==> config.mk <==
export PLATFORM = sky130hd
export DESIGN_NAME = down_counter_timer_flat
export DESIGN_NICKNAME = d
export VERILOG_FILES = /design/src/rtl/down_counter_timer_if.sv /design/src/rtl/down_counter_timer.sv /design/src/flat_wrapper.sv
export SDC_FILE = /design/constraint.sdc
export NUM_CORES = 1
export LEC_CHECK = 0
export CAP_MARGIN = 10
export CELL_PAD_IN_SITES_DETAIL_PLACEMENT = 2
export CELL_PAD_IN_SITES_GLOBAL_PLACEMENT = 2
export CORE_MARGIN = 2
export CORE_UTILIZATION = 26
export CTS_CLUSTER_DIAMETER = 80
export CTS_CLUSTER_SIZE = 16
export DETAILED_ROUTE_END_ITERATION = 8
export GPL_TIMING_DRIVEN = 0
export PLACE_DENSITY = 0.75
export SLEW_MARGIN = 5
export SYNTH_ARGS = -nofsm -noshare
export SYNTH_HDL_FRONTEND = slang
export SYNTH_SLANG_ARGS = --single-unit
==> constraint.sdc <==
create_clock -name clk -period 1.6 [get_ports clk]
set_clock_uncertainty 0.1 [all_clocks]
set_input_delay 0.16 -clock clk [delete_from_list [all_inputs] [get_ports clk]]
set_output_delay 0.16 -clock clk [all_outputs]
set_load 0.03 [all_outputs]
==> src/rtl/down_counter_timer_if.sv <==
// down_counter_timer_if: control/status bundle for the loadable down-counter/timer.
// The master side (controller, testbench) drives load/start/pause, the slave side
// (the timer) returns count, busy and the one-cycle done pulse.
interface down_counter_timer_if #(
   parameter int unsigned WIDTH = 3
);
   logic             load;
   logic [WIDTH-1:0] load_val;
   logic             start;
   logic             pause;
   logic [WIDTH-1:0] count;
   logic             busy;
   logic             done;

   modport master (
      output load,
      output load_val,
      output start,
      output pause,
      input  count,
      input  busy,
      input  done
   );

   modport slave (
      input  load,
      input  load_val,
      input  start,
      input  pause,
      output count,
      output busy,
      output done
   );
endinterface : down_counter_timer_if

==> src/rtl/down_counter_timer.sv <==
// down_counter_timer: loadable WIDTH-bit down-counter used as a timeout/delay primitive.
// A loaded value counts down to zero after a start request, one step per clock; a
// registered one-cycle done pulse marks terminal count, and pause freezes the count.
//
// Optional build macro:
//   DOWN_COUNTER_AUTO_RELOAD_EN - when defined, the terminal edge in RUN reloads the
//   last loaded value (if non-zero) and keeps running, giving a periodic done pulse.
//   When undefined (default), the counter is one-shot and returns to IDLE at zero.
//
// Edge priority: load > pause > start > count.
module down_counter_timer #(
   parameter int unsigned WIDTH = 3
) (
   input  logic                 clk,
   input  logic                 rst_n,
   down_counter_timer_if.slave  bus
);

   // FSM encoding kept as plain constants for compatibility with older flows.
   localparam logic [1:0] ST_IDLE = 2'd0;
   localparam logic [1:0] ST_RUN  = 2'd1;
   localparam logic [1:0] ST_HOLD = 2'd2;

   localparam logic [WIDTH-1:0] ZERO = {WIDTH{1'b0}};
   localparam logic [WIDTH-1:0] ONE  = {{(WIDTH-1){1'b0}}, 1'b1};

   logic [1:0]       state_q, state_d;
   logic [WIDTH-1:0] count_q, count_d;
   logic             done_q,  done_d;
   logic             busy_q,  busy_d;
   logic             terminal_s;

`ifdef DOWN_COUNTER_AUTO_RELOAD_EN
   // The reload copy is only observable when auto-reload is built in.
   logic [WIDTH-1:0] reload_q, reload_d;
`endif

   // Terminal count is detected one step early (at 1) so the count never wraps.
   // A zero count in RUN cannot be reached, but is treated as terminal as well so
   // that a corrupted state can never underflow.
   always_comb begin
      if (count_q <= ONE) begin
         terminal_s = 1'b1;
      end else begin
         terminal_s = 1'b0;
      end
   end

   // Next-state, next-count and done decode, in load > pause > start > count order.
   always_comb begin
      state_d = state_q;
      count_d = count_q;
      done_d  = 1'b0;
`ifdef DOWN_COUNTER_AUTO_RELOAD_EN
      reload_d = reload_q;
`endif

      if (bus.load) begin
         // Load wins over everything: capture value, abandon any run, no done.
         count_d = bus.load_val;
         state_d = ST_IDLE;
`ifdef DOWN_COUNTER_AUTO_RELOAD_EN
         reload_d = bus.load_val;
`endif
      end else begin
         case (state_q)
            ST_IDLE: begin
               if (bus.pause) begin
                  // Pause outranks start, so a start while paused is ignored.
                  state_d = ST_IDLE;
               end else if (bus.start) begin
                  if (count_q != ZERO) begin
                     // The start edge only arms the run; first decrement is next edge.
                     state_d = ST_RUN;
                  end else begin
                     // Nothing to count: report terminal count straight away.
                     done_d  = 1'b1;
                     state_d = ST_IDLE;
                  end
               end else begin
                  state_d = ST_IDLE;
               end
            end

            ST_RUN: begin
               if (bus.pause) begin
                  state_d = ST_HOLD;
               end else if (terminal_s) begin
                  done_d = 1'b1;
`ifdef DOWN_COUNTER_AUTO_RELOAD_EN
                  if (reload_q != ZERO) begin
                     // Periodic mode: restart from the loaded value without a gap.
                     count_d = reload_q;
                     state_d = ST_RUN;
                  end else begin
                     count_d = ZERO;
                     state_d = ST_IDLE;
                  end
`else
                  count_d = ZERO;
                  state_d = ST_IDLE;
`endif
               end else begin
                  count_d = count_q - ONE;
               end
            end

            ST_HOLD: begin
               if (bus.pause) begin
                  state_d = ST_HOLD;
               end else begin
                  // Resume edge: back to RUN, decrement resumes on the next edge.
                  state_d = ST_RUN;
               end
            end

            default: begin
               // Unreachable encoding: fall back to a safe idle state, no done.
               state_d = ST_IDLE;
            end
         endcase
      end
   end

   // busy is registered alongside the state so it matches the state register exactly.
   always_comb begin
      if (state_d != ST_IDLE) begin
         busy_d = 1'b1;
      end else begin
         busy_d = 1'b0;
      end
   end

   // State, count, reload copy and output flags, cleared asynchronously by rst_n.
   always_ff @(posedge clk or negedge rst_n) begin
      if (!rst_n) begin
         state_q  <= ST_IDLE;
         count_q  <= ZERO;
         done_q   <= 1'b0;
         busy_q   <= 1'b0;
`ifdef DOWN_COUNTER_AUTO_RELOAD_EN
         reload_q <= ZERO;
`endif
      end else begin
         state_q  <= state_d;
         count_q  <= count_d;
         done_q   <= done_d;
         busy_q   <= busy_d;
`ifdef DOWN_COUNTER_AUTO_RELOAD_EN
         reload_q <= reload_d;
`endif
      end
   end

   assign bus.count = count_q;
   assign bus.busy  = busy_q;
   assign bus.done  = done_q;

endmodule : down_counter_timer

==> src/flat_wrapper.sv <==
// flat-port wrapper written by rule: the top's interface ports become plain ports
module down_counter_timer_flat 
#(
   parameter int unsigned WIDTH = 3
)
  (clk, rst_n, bus_load, bus_load_val, bus_start, bus_pause, bus_count, bus_busy, bus_done);
  down_counter_timer_if #(.WIDTH(WIDTH)) bus_i ();
  input  logic clk;
  input  logic rst_n;
  input wire logic [$bits(bus_i.load)-1:0] bus_load;
  input wire logic [$bits(bus_i.load_val)-1:0] bus_load_val;
  input wire logic [$bits(bus_i.start)-1:0] bus_start;
  input wire logic [$bits(bus_i.pause)-1:0] bus_pause;
  output wire logic [$bits(bus_i.count)-1:0] bus_count;
  output wire logic [$bits(bus_i.busy)-1:0] bus_busy;
  output wire logic [$bits(bus_i.done)-1:0] bus_done;
  assign bus_i.load = bus_load;
  assign bus_i.load_val = bus_load_val;
  assign bus_i.start = bus_start;
  assign bus_i.pause = bus_pause;
  assign bus_count = bus_i.count;
  assign bus_busy = bus_i.busy;
  assign bus_done = bus_i.done;
  down_counter_timer #(.WIDTH(WIDTH)) u_core (.clk(clk), .rst_n(rst_n), .bus(bus_i));
endmodule
==> results.toml <==
[floorplan]
start_util_pct = 28.7
dieArea_mm2 = 0.00204
rows = 14
die_w_um = 45.2
boundaryPins = 13
core-area_mm2 = 0.00154
die_y_um = 45.2

[grt]
overflow = 0
grt_pass1_vias = 419
antenna_found_initial = 0
grt_max_degree = 11
grt_pass1_wl_mm = 1.85
grt_util_all_layers_pct = 13.0

[power]
power.total_uw = 524
power_density_mw_per_mm2 = 822
p_leak_nw = 0.273
ir_drop_uv = 413

[sta]
period_share_pct = 93.8
max_freq_mhz = 666
min_period_ps = 1500
relSlewSlack_pct = 71.8
finalMaxSlewViolations = 0
worstMarginPinSlew_ps = 424
setup_violations = 0
final-hold-violation-count = 0

[synthesis]
syn-cell-area_um2 = 442
synth.top_cell.area_share_pct = 39.7
postSynthAreaPerCell_um2 = 9.60
yosys_warnings = 0
ys_seq_elements = 7
ys.flop_type = "dfrtp_1"
yosysSeqAreaShare_pct = 39.7
syn_nets = 57
synth_edf_count = 0
synth_top_area_cell = "dfrtp_1"
synth.distinct_cells = 26
synth_cells = 46
ys_top_cells_by_area = "dfrtp_1 40%, ha_1 8.5%, nor4b_1 4.0%, o311ai_0 4.0%, inv_1 3.4%"
async_reset_ff_share_pct = 100

[detailed_routing]
ant_nets = 0
dr_wl_met2_um = 592
met1Wirelength_um = 525
wl_met3_um = 47
drc = 0
vias = 414
first_pass_iters = 1
drtIter0Drc = 0
routed_wl_mm = 1.18
wire_per_inst_um = 14.7
top_layer_used = "met4"
viasPerCell = 5.18

[setup_path]
required_ps = 1620
cp.arrival_ps = 1520
critPathMaxFanout = 4
critPathKind = "flip-flop to flip-flop"
end_kind = "flip-flop"
worstSetupStartpointType = "flip-flop"

[place]
post-dp-hpwl_um = 862
port_buffers = 12
place_inst = 74
gp_congestion = 0.748

[clock_network]
cts_buffer_depth = 2
cts-root-buf = "clkbuf_4"
ctsHoldBuffers = 0
path_clk_slew_ps = 50
clkLatencyLatePin_ps = 250
cts_tree = "done"
numCtsBuffers = 3
h-tree-depth = 1
clock-sinks = 7

[finish]
drive_gt1_share_pct = 21.9
nFillCells = 188
nets = 76
syn_to_final_growth_pct = 44.2
diodes = 0
finalNonFillerCells = 80

[worst_hold_path]
hold_path.class = "primary input to async pin"

[job]
max_cap_violations = 0

[status]
outcome = "completed"
==> synth_stat cells (2+ instances only) <==
| cell type | count |
|---|---|
| dfrtp_1 | 7 |
| ha_1 | 3 |
| inv_1 | 4 |
| nand2_1 | 4 |
| nor2_1 | 4 |
| nor4b_1 | 2 |
| o211ai_1 | 2 |
| o311ai_0 | 2 |
==> kinds of logic (layout without fill, tap and decap cells) <==
| group | after synthesis | in the layout | share of synthesized area (%) |
|---|---|---|---|
| fa+ha+maj | 3 | 3 | 8.50 |
| flops | 7 | 7 | 39.7 |
| mux | 1 | 1 | 2.55 |
| buf+inv | 6 | 24 | 5.38 |
| xor+xnor | 1 | 1 | 1.98 |
| simple gates | 17 | 17 | 21.8 |
| compound gates | 11 | 11 | 20.1 |
==> worst max-delay path: stages, from the launching register on <==
cell,delay (ps)
dfrtp_2,440
ha_2,200
o21ba_4,240
nor4b_1,50
a2111oi_1,340
==> sequential cells by signal, summed over array words and instances (netlist names) <==
name / cells
u_core.bus.busy: 1
u_core.bus.done: 1
u_core.bus.count: 3
u_core.state_q: 2
==> layout make-up <==
type / count / area, um^2 / area share [%]
tap: 16 / 20.0 / 3.14
multi-input combinational: 33 / 251 / 39.5
inverter: 4 / 17.5 / 2.75
buffer: 2 / 8.76 / 1.38
clock buffer: 4 / 26.3 / 4.13
sequential: 7 / 178 / 27.9
timing repair buffer: 14 / 135 / 21.2
==> power by group <==
| group | total [mW] | switching, mW | internal [mW] | leakage, nW |
|---|---|---|---|---|
| registers | 0.209 | 0.0170 | 0.192 | 0.0887 |
| logic | 0.157 | 0.0808 | 0.0763 | 0.169 |
| clock network | 0.158 | 0.0628 | 0.0950 | 0.0150 |
==> path summary, 6_finish.rpt <==
check | slack [ps] | endpoint | startpoint | cells past startpoint
max | 100 | u_core.bus.busy | u_core.bus.count[0] | 4
min | 70 | u_core.state_q[1] | rst_n | 1
max reg2reg | 100 | u_core.bus.busy | u_core.bus.count[0] | 4
min reg2reg | 540 | u_core.state_q[0] | u_core.state_q[0] | 2
max in group asynchronous | 1060 | u_core.bus.count[0] | rst_n | 1
min in group clk | 370 | u_core.bus.count[2] | bus_load_val[2] | 3
==> repair_timing <==
action,in CTS,in global routing
setup endpoints to repair,3,2
hold endpoints to repair,0,0
pin swaps,1,1
setup buffers,1,1
resized for setup,4,5
==> stage by stage <==
stage	setup TNS, ps	setup slack, ps	util, %	hold WS [ps]	cell area (um^2)
finish	0	98.6	41.3	70.1	637
global route	-1.73	-1.73	41.3	74.8	637
CTS	0	2.27	40.3	78.4	621
detailed placement	-103	-93.7	37.8	352	583
global placement	-75.8	-75.8	37.8	349	583
floorplan	0	10.8	-	-236	443
==> layer usage <==
metal / vias up / global-route usage (%)
met5: - / 0
met4: 0 / 3.53
met3: 3 / 6.00
met2: 9 / 20.9
met1: 198 / 15.6
li1: 204 / -
==> cell usage in the layout (no fill, tap or decap), types with 2 or more instances in the layout <==
| master | n |
|---|---|
| clkbuf_1 | 2 |
| dlygate4sd2_1 | 2 |
| clkbuf_4 | 3 |
| dfrtp_1 | 5 |
| ha_1 | 2 |
| clkdlybuf4s50_1 | 9 |
| dfrtp_2 | 2 |
| o311ai_0 | 2 |
| nor4b_1 | 2 |
| nor2_1 | 4 |
| nand2_1 | 4 |
| buf_4 | 2 |
| o211ai_1 | 2 |
| inv_1 | 2 |
Power figures use the tool's default switching activity.
